<file path="src/rtl/mem_block_master.sv">
// ---------------------------------------------------------------------------
// mem_block_master
//
// Load/store controller between the pipeline MEM stage and a word-organised
// data memory (2^ADDR_W x 32, registered read data).  Byte and halfword
// accesses at byte addresses become word accesses.  Sub-word stores use a
// read-modify-write cycle.  Loads are sign- or zero-extended.
//
// Ports
//   clk            system clock (memory reads on posedge, writes on negedge)
//   reset          synchronous active-high reset
//   req_valid      request present
//   req_ready      unit idle, request will be accepted on the next posedge
//   req_write      1 = store, 0 = load
//   req_size       00 byte, 01 half, 10 word, 11 reserved
//   req_signed     sign-extend loads
//   req_addr       byte address (ADDR_W+2 bits)
//   req_wdata      store data, right-aligned
//   resp_valid     one-cycle completion pulse
//   resp_err       misaligned / reserved-size request (valid with resp_valid)
//   resp_rdata     extended load data (valid with resp_valid)
//   mem_da         memory word address
//   mem_write_data merged write word (zero outside the write cycle)
//   mem_memread    memory read strobe
//   mem_memwrite   memory write strobe
//   mem_doa        memory read data, valid the cycle after a read strobe
// ---------------------------------------------------------------------------
module mem_block_master #(
   parameter int ADDR_W          = 12,
   parameter bit WORD_STORE_FAST = 1'b1
) (
   input  logic              clk,
   input  logic              reset,
   input  logic              req_valid,
   output logic              req_ready,
   input  logic              req_write,
   input  logic [1:0]        req_size,
   input  logic              req_signed,
   input  logic [ADDR_W+1:0] req_addr,
   input  logic [31:0]       req_wdata,
   output logic              resp_valid,
   output logic              resp_err,
   output logic [31:0]       resp_rdata,
   output logic [ADDR_W-1:0] mem_da,
   output logic [31:0]       mem_write_data,
   output logic              mem_memread,
   output logic              mem_memwrite,
   input  logic [31:0]       mem_doa
);

   localparam logic [1:0] SZ_BYTE = 2'b00;
   localparam logic [1:0] SZ_HALF = 2'b01;
   localparam logic [1:0] SZ_WORD = 2'b10;

   typedef enum logic [2:0] {
      S_IDLE = 3'd0,
      S_RD   = 3'd1,
      S_DATA = 3'd2,
      S_WR   = 3'd3,
      S_ERR  = 3'd4
   } state_t;

   state_t              r_state;
   state_t              w_state_next;

   logic                r_write;
   logic [1:0]          r_size;
   logic                r_signed;
   logic [ADDR_W+1:0]   r_addr;
   logic [31:0]         r_wdata;
   logic [31:0]         r_wbuf;

   logic                w_misaligned;
   logic [7:0]          w_doa_byte [4];
   logic [7:0]          w_lane_src [4];
   logic [3:0]          w_lane_sel;
   logic [31:0]         w_merged;
   logic [7:0]          w_byte;
   logic [15:0]         w_half;
   logic [31:0]         w_load_ext;

   // Request alignment check on the live request fields (used in IDLE only).
   always_comb begin
      w_misaligned = 1'b0;
      case (req_size)
         SZ_HALF: w_misaligned = req_addr[0];
         SZ_WORD: w_misaligned = (req_addr[1:0] != 2'b00);
         SZ_BYTE: w_misaligned = 1'b0;
         default: w_misaligned = 1'b1;
      endcase
   end

   // -------------------------------------------------------------------------
   // FSM: state register
   // -------------------------------------------------------------------------
   always_ff @(posedge clk) begin
      if (reset) begin
         r_state <= S_IDLE;
      end else begin
         r_state <= w_state_next;
      end
   end

   // -------------------------------------------------------------------------
   // FSM: next-state logic
   // -------------------------------------------------------------------------
   always_comb begin
      w_state_next = r_state;
      case (r_state)
         S_IDLE: begin
            if (req_valid) begin
               if (w_misaligned) begin
                  w_state_next = S_ERR;
               end else if (req_write && (req_size == SZ_WORD) && WORD_STORE_FAST) begin
                  w_state_next = S_WR;
               end else begin
                  w_state_next = S_RD;
               end
            end
         end
         // A word store in RMW mode still issues the read, but its data is
         // fully overwritten, so it goes straight to the write.
         S_RD:    w_state_next = (r_write && (r_size == SZ_WORD)) ? S_WR : S_DATA;
         S_DATA:  w_state_next = r_write ? S_WR : S_IDLE;
         S_WR:    w_state_next = S_IDLE;
         S_ERR:   w_state_next = S_IDLE;
         default: w_state_next = S_IDLE;
      endcase
   end

   // -------------------------------------------------------------------------
   // FSM: outputs (strobes are gated by reset so a reset cycle never writes)
   // -------------------------------------------------------------------------
   always_comb begin
      req_ready      = (r_state == S_IDLE);
      mem_memread    = (r_state == S_RD) && !reset;
      mem_memwrite   = (r_state == S_WR) && !reset;
      mem_write_data = 32'd0;
      if (r_state == S_WR) begin
         mem_write_data = (r_size == SZ_WORD) ? r_wdata : r_wbuf;
      end
   end

   assign mem_da = r_addr[ADDR_W+1:2];

   // -------------------------------------------------------------------------
   // Lane extraction and store merge
   // -------------------------------------------------------------------------
   for (genvar gi = 0; gi < 4; gi++) begin : g_lane
      assign w_doa_byte[gi] = mem_doa[8*gi +: 8];

      // Lane gi is overwritten by the store when it falls inside the
      // addressed byte/half/word.
      assign w_lane_sel[gi] = (r_size == SZ_WORD)
                            | ((r_size == SZ_HALF) && (r_addr[1] == ((gi >= 2) ? 1'b1 : 1'b0)))
                            | ((r_size == SZ_BYTE) && (r_addr[1:0] == 2'(gi)));

      // Store data is right-aligned, so it is replicated into every lane.
      assign w_lane_src[gi] = (r_size == SZ_BYTE) ? r_wdata[7:0] :
                              (r_size == SZ_HALF) ? r_wdata[8*(gi%2) +: 8] :
                                                    r_wdata[8*gi +: 8];

      assign w_merged[8*gi +: 8] = w_lane_sel[gi] ? w_lane_src[gi] : w_doa_byte[gi];
   end

   assign w_byte = w_doa_byte[r_addr[1:0]];
   assign w_half = r_addr[1] ? mem_doa[31:16] : mem_doa[15:0];

   always_comb begin
      w_load_ext = mem_doa;
      case (r_size)
         SZ_BYTE: w_load_ext = {{24{r_signed & w_byte[7]}}, w_byte};
         SZ_HALF: w_load_ext = {{16{r_signed & w_half[15]}}, w_half};
         default: w_load_ext = mem_doa;
      endcase
   end

   // -------------------------------------------------------------------------
   // Request latches, write buffer and response registers
   // -------------------------------------------------------------------------
   always_ff @(posedge clk) begin
      if (reset) begin
         r_write    <= 1'b0;
         r_size     <= 2'b00;
         r_signed   <= 1'b0;
         r_addr     <= '0;
         r_wdata    <= 32'd0;
         r_wbuf     <= 32'd0;
         resp_valid <= 1'b0;
         resp_err   <= 1'b0;
         resp_rdata <= 32'd0;
      end else begin
         resp_valid <= 1'b0;
         resp_err   <= 1'b0;
         case (r_state)
            S_IDLE: begin
               if (req_valid) begin
                  r_write  <= req_write;
                  r_size   <= req_size;
                  r_signed <= req_signed;
                  r_addr   <= req_addr;
                  r_wdata  <= req_wdata;
               end
            end
            S_DATA: begin
               if (r_write) begin
                  r_wbuf <= w_merged;
               end else begin
                  resp_valid <= 1'b1;
                  resp_rdata <= w_load_ext;
               end
            end
            S_WR: begin
               resp_valid <= 1'b1;
               resp_rdata <= 32'd0;
            end
            S_ERR: begin
               resp_valid <= 1'b1;
               resp_err   <= 1'b1;
               resp_rdata <= 32'd0;
            end
            default: ;
         endcase
      end
   end

endmodule

</file>
<file path="config.mk">
export PLATFORM = sky130hd
export DESIGN_NAME = mem_block_master
export DESIGN_NICKNAME = d
export VERILOG_FILES = /design/src/rtl/mem_block_master.sv
export SDC_FILE = /design/constraint.sdc
export NUM_CORES = 1
export LEC_CHECK = 0
export CORE_UTILIZATION = 44
export CTS_CLUSTER_DIAMETER = 100
export CTS_CLUSTER_SIZE = 24
export DETAILED_ROUTE_END_ITERATION = 7
export PLACE_DENSITY = 0.77
export SYNTH_ARGS = -nofsm -noshare
export SYNTH_HDL_FRONTEND = slang
export SYNTH_SLANG_ARGS = --single-unit
export TNS_END_PERCENT = 5
</file>
<file path="constraint.sdc">
create_clock -name clk -period 1.62 [get_ports clk]
set_input_delay 0.324 -clock clk [delete_from_list [all_inputs] [get_ports clk]]
set_output_delay 0.324 -clock clk [all_outputs]
set_load 0.02 [all_outputs]
</file>
==> metrics.md <==
| Metric | Value |
|---|---|
| Clk sinks | `119` |
| Critical R2R Capture | `r_wbuf[23]$_SDFFE_PP0P_` |
| Arrival time worst endpoint | `1.65 ns` |
| Synth top area cells | `dfxtp_1, nand2_1, a21oi_1` |
| Die ar. | `14100 um2` |
| First-pass DRT Iterations | `5` |
| Internal | `6320 uW` |
| Detailed Route Iter0 Violations | `828` |
| Clock Path Buffers | `2` |
| Routed WL | `23600 um` |
| Synth area leader | `dfxtp_1` |
| Final core occ | `0.753` |
| Sequential share of power | `0.361` |
| Area grow syn2layout | `66.2%` |
| Critical Path RT | `1.30 ns` |
| All-Layer GR Usage | `0.324` |
| Clk_lat worst skew | `0.42 ns` |
| CTS Buf Count | `17` |
| Net switching power | `2310 uW` |
| Failing checks | `negative setup slack` |
| Clock root buffer master | `clkbuf_16` |
| Max Cap Violations | `0` |
| Largest net degree at the start of global routing | `34` |
| N_diodes | `0` |
| Layout Nets | `1053` |
| Fin. max-slew vios | `0` |
| Syn Nets | `841` |
| Initial core utilization | `0.453` |
| Minimum clock period | `1.97 ns` |
| Remaining routing DRC violations | `0` |
| Final antenna-violating net count | `0` |
| Synth unique cells | `53` |
| Crit Path Category | `reg -> out` |
| Worst r2r path cells | `7` |
| CTS hold repair buffers | `0` |
| First-pass GRT wire length | `35400 um` |
| Final Skew | `0.00872 ns` |
| FMAX | `0.507 GHz` |
| Overall power | `8630 uW` |
| Comb pwr share | `0.194` |
| Routability congestion estimate | `0.932` |
| Via count | `6917` |
| Vias per inst | `5.99` |
| Leak Pwr | `0.00390 uW` |
| Avg Cell Area, Syn | `7.93 um2` |
| CP Launch Type | `flip-flop` |
| Yosys warnings | `0` |
| Placement Rows | `42` |
| Ys flop type | `dfxtp_1` |
| Final worst slack | `-0.352 ns` |
| Setup violations, final | `89` |
| Htree depth | `4` |
| Die width | `119 um` |
| Switching share of power | `0.268` |
| I/O Buffers | `165` |
| Crit. End Element | `primary output` |
| Final Hold Fails | `0` |
| CTS tree | `done` |
| Actual slew at the worst max-slew pin | `0.643 ns` |
| CP startpoint | `r_size[1]$_SDFFE_PP0P_` |
| Async S/R FF share, synth | `0` |
| Die H | `119 um` |
| Initial antenna violation count | `0` |
| Reg2reg start | `r_size[1]$_SDFFE_PP0P_` |
| DP HPWL | `15400 um` |
| Post-synth EDFFs | `0` |
| Worst-path clk slew | `0.05 ns` |
| Power per cell area | `866 nW/um2` |
| Hold depth | `2` |
| Wire length per cell | `20.5 um` |
| Hold Path End | `r_addr[3]$_SDFFE_PP0P_` |
| Reg2reg setup slack | `-0.26 ns` |
| Final period utilization | `1.22` |
| Max FO, Critical Path | `7` |
| HP Class | `reg -> reg` |
| Most frequent cell after synthesis | `nand2_1` |
| Vias in the first global route | `6547` |
| Clock power frac | `0.445` |
| Worst ir drop on vdd | `0.000691 V` |
| Syn Inst Count | `756` |
| Top-Level Pins | `166` |
| HP Start | `r_addr[3]$_SDFFE_PP0P_` |
| RSZ-0062 raised after global routing | `true` |
| Commonest cells post-synth | `nand2_1, dfxtp_1, a21oi_1` |
| Post-Syn Area | `6000 um2` |
| Core area | `13200 um2` |
| Relative slew slack | `0.570` |
| GR Overflow Total | `0` |
| Ratio of cells with drive above 1 in the final layout | `0.338` |
| Status | `finished, violations left` |
| Seq cells post-synth | `119` |
| Top cell type's share of synthesized area | `0.397` |
| Sequential area share after synthesis | `0.397` |
kinds of logic after synthesis:
group                  Yosys count  synth area share
AND/OR/NAND/NOR                313             0.245
AO/OA/AOI/OAI                  204             0.225
flip-flops                     119             0.397
buffers and inverters           85            0.0691
multiplexers                    35            0.0641
worst max path at each step:
stage                                             end  slack (ns)  depth (start not counted)
final                               mem_write_data[5]       -0.35                          7
after global placement    resp_rdata[27]$_SDFFE_PP0P_       -0.51                          5
after floorplan                          mem_memwrite       -0.17                          4
after detailed placement  resp_rdata[29]$_SDFFE_PP0P_       -0.59                          5
after global routing                mem_write_data[4]       -0.40                          6
after CTS                           mem_write_data[5]       -0.34                          7
what timing repair did:
item / 4_1_cts / 5_1_grt
pin swaps: 10 / 21
resized for setup: 315 / 81
gates cloned: 5 / 4
setup buffers: 6 / 2
endpoints found under the hold margin: 0 / 0
endpoints found under the setup margin: 145 / 98
critical path, stage by stage (launching register included):
cell     delay, ns
dfxtp_4       0.37
inv_2         0.05
nor2_4        0.13
buf_6         0.14
buf_12        0.15
nand2_2       0.08
a21oi_4       0.17
buf_6         0.14
registers in the layout (all words and copies together), names as in the netlist:
register,cells
resp_rdata,32
r_addr,14
r_size,2
resp_valid,1
r_signed,1
r_wdata,32
r_wbuf,32
resp_err,1
r_state,3
r_write,1
cell usage in the layout, fill, tap and decap left out, drive strengths merged, types with 2 or more instances in the layout:
master	instances
nor4	2
buf	142
clkinv	7
nor3	4
inv	2
o21a	2
a32oi	7
a22o	9
o2bb2ai	8
dfxtp	119
or4	9
nand2b	11
a21oi	101
nand2	198
nand4	16
o311ai	8
bufinv	3
nand3	40
nor2b	4
and2	2
clkbuf	24
o221ai	7
nand4bb	8
mux2i	17
mux2	17
a221o	24
nor2	13
dlygate4sd2	46
o21ai	21
a211oi	2
clkdlybuf4s50	83
a31oi	8
through the flow:
step	setup slack, ns	hold WS (ns)	TNS [ns]	instance area [um2]	cells
after global placement	-0.510	0.442	-28.81	8620	1108
final	-0.352	0.449	-16.21	9970	1155
after detailed placement	-0.587	0.449	-31.42	8620	1108
after floorplan	-0.165	0.437	-2.24	6380	756
after CTS	-0.341	0.440	-13.94	9570	1149
after global routing	-0.404	0.457	-20.61	9970	1155
layout make-up:
cell class                      count  area, um2
Inverter                            3       11.3
Timing Repair Buffer              275       2830
Fill cell                         949       3280
Clock inverter                     10        128
Tap cell                          176        220
Multi-Input combinational cell    552       3910
Clock buffer                       20        467
Sequential cell                   119       2390
power groups by stage:
stage               sequential (uW)  clock [uW]  combinational (uW)
floorplan                      3170           0                 727
global placement               3160           0                1410
detailed placement             3160           0                1440
finish                         3120        3850                1670
global route                   3120        3990                1770
CTS                            3110        3840                1520
routing by layer:
metal / part of all wire / vias to the layer above / routed length, um / track usage
met1: 0.41 / 3306 / 9740 / 0.418
met3: 0.081 / 73 / 1910 / 0.0613
met5: 0 / - / 0 / 0
met4: 0.037 / 0 / 864 / 0.126
li1: - / 3138 / - / -
met2: 0.47 / 400 / 11100 / 0.533
Power figures use the tool's default switching activity.
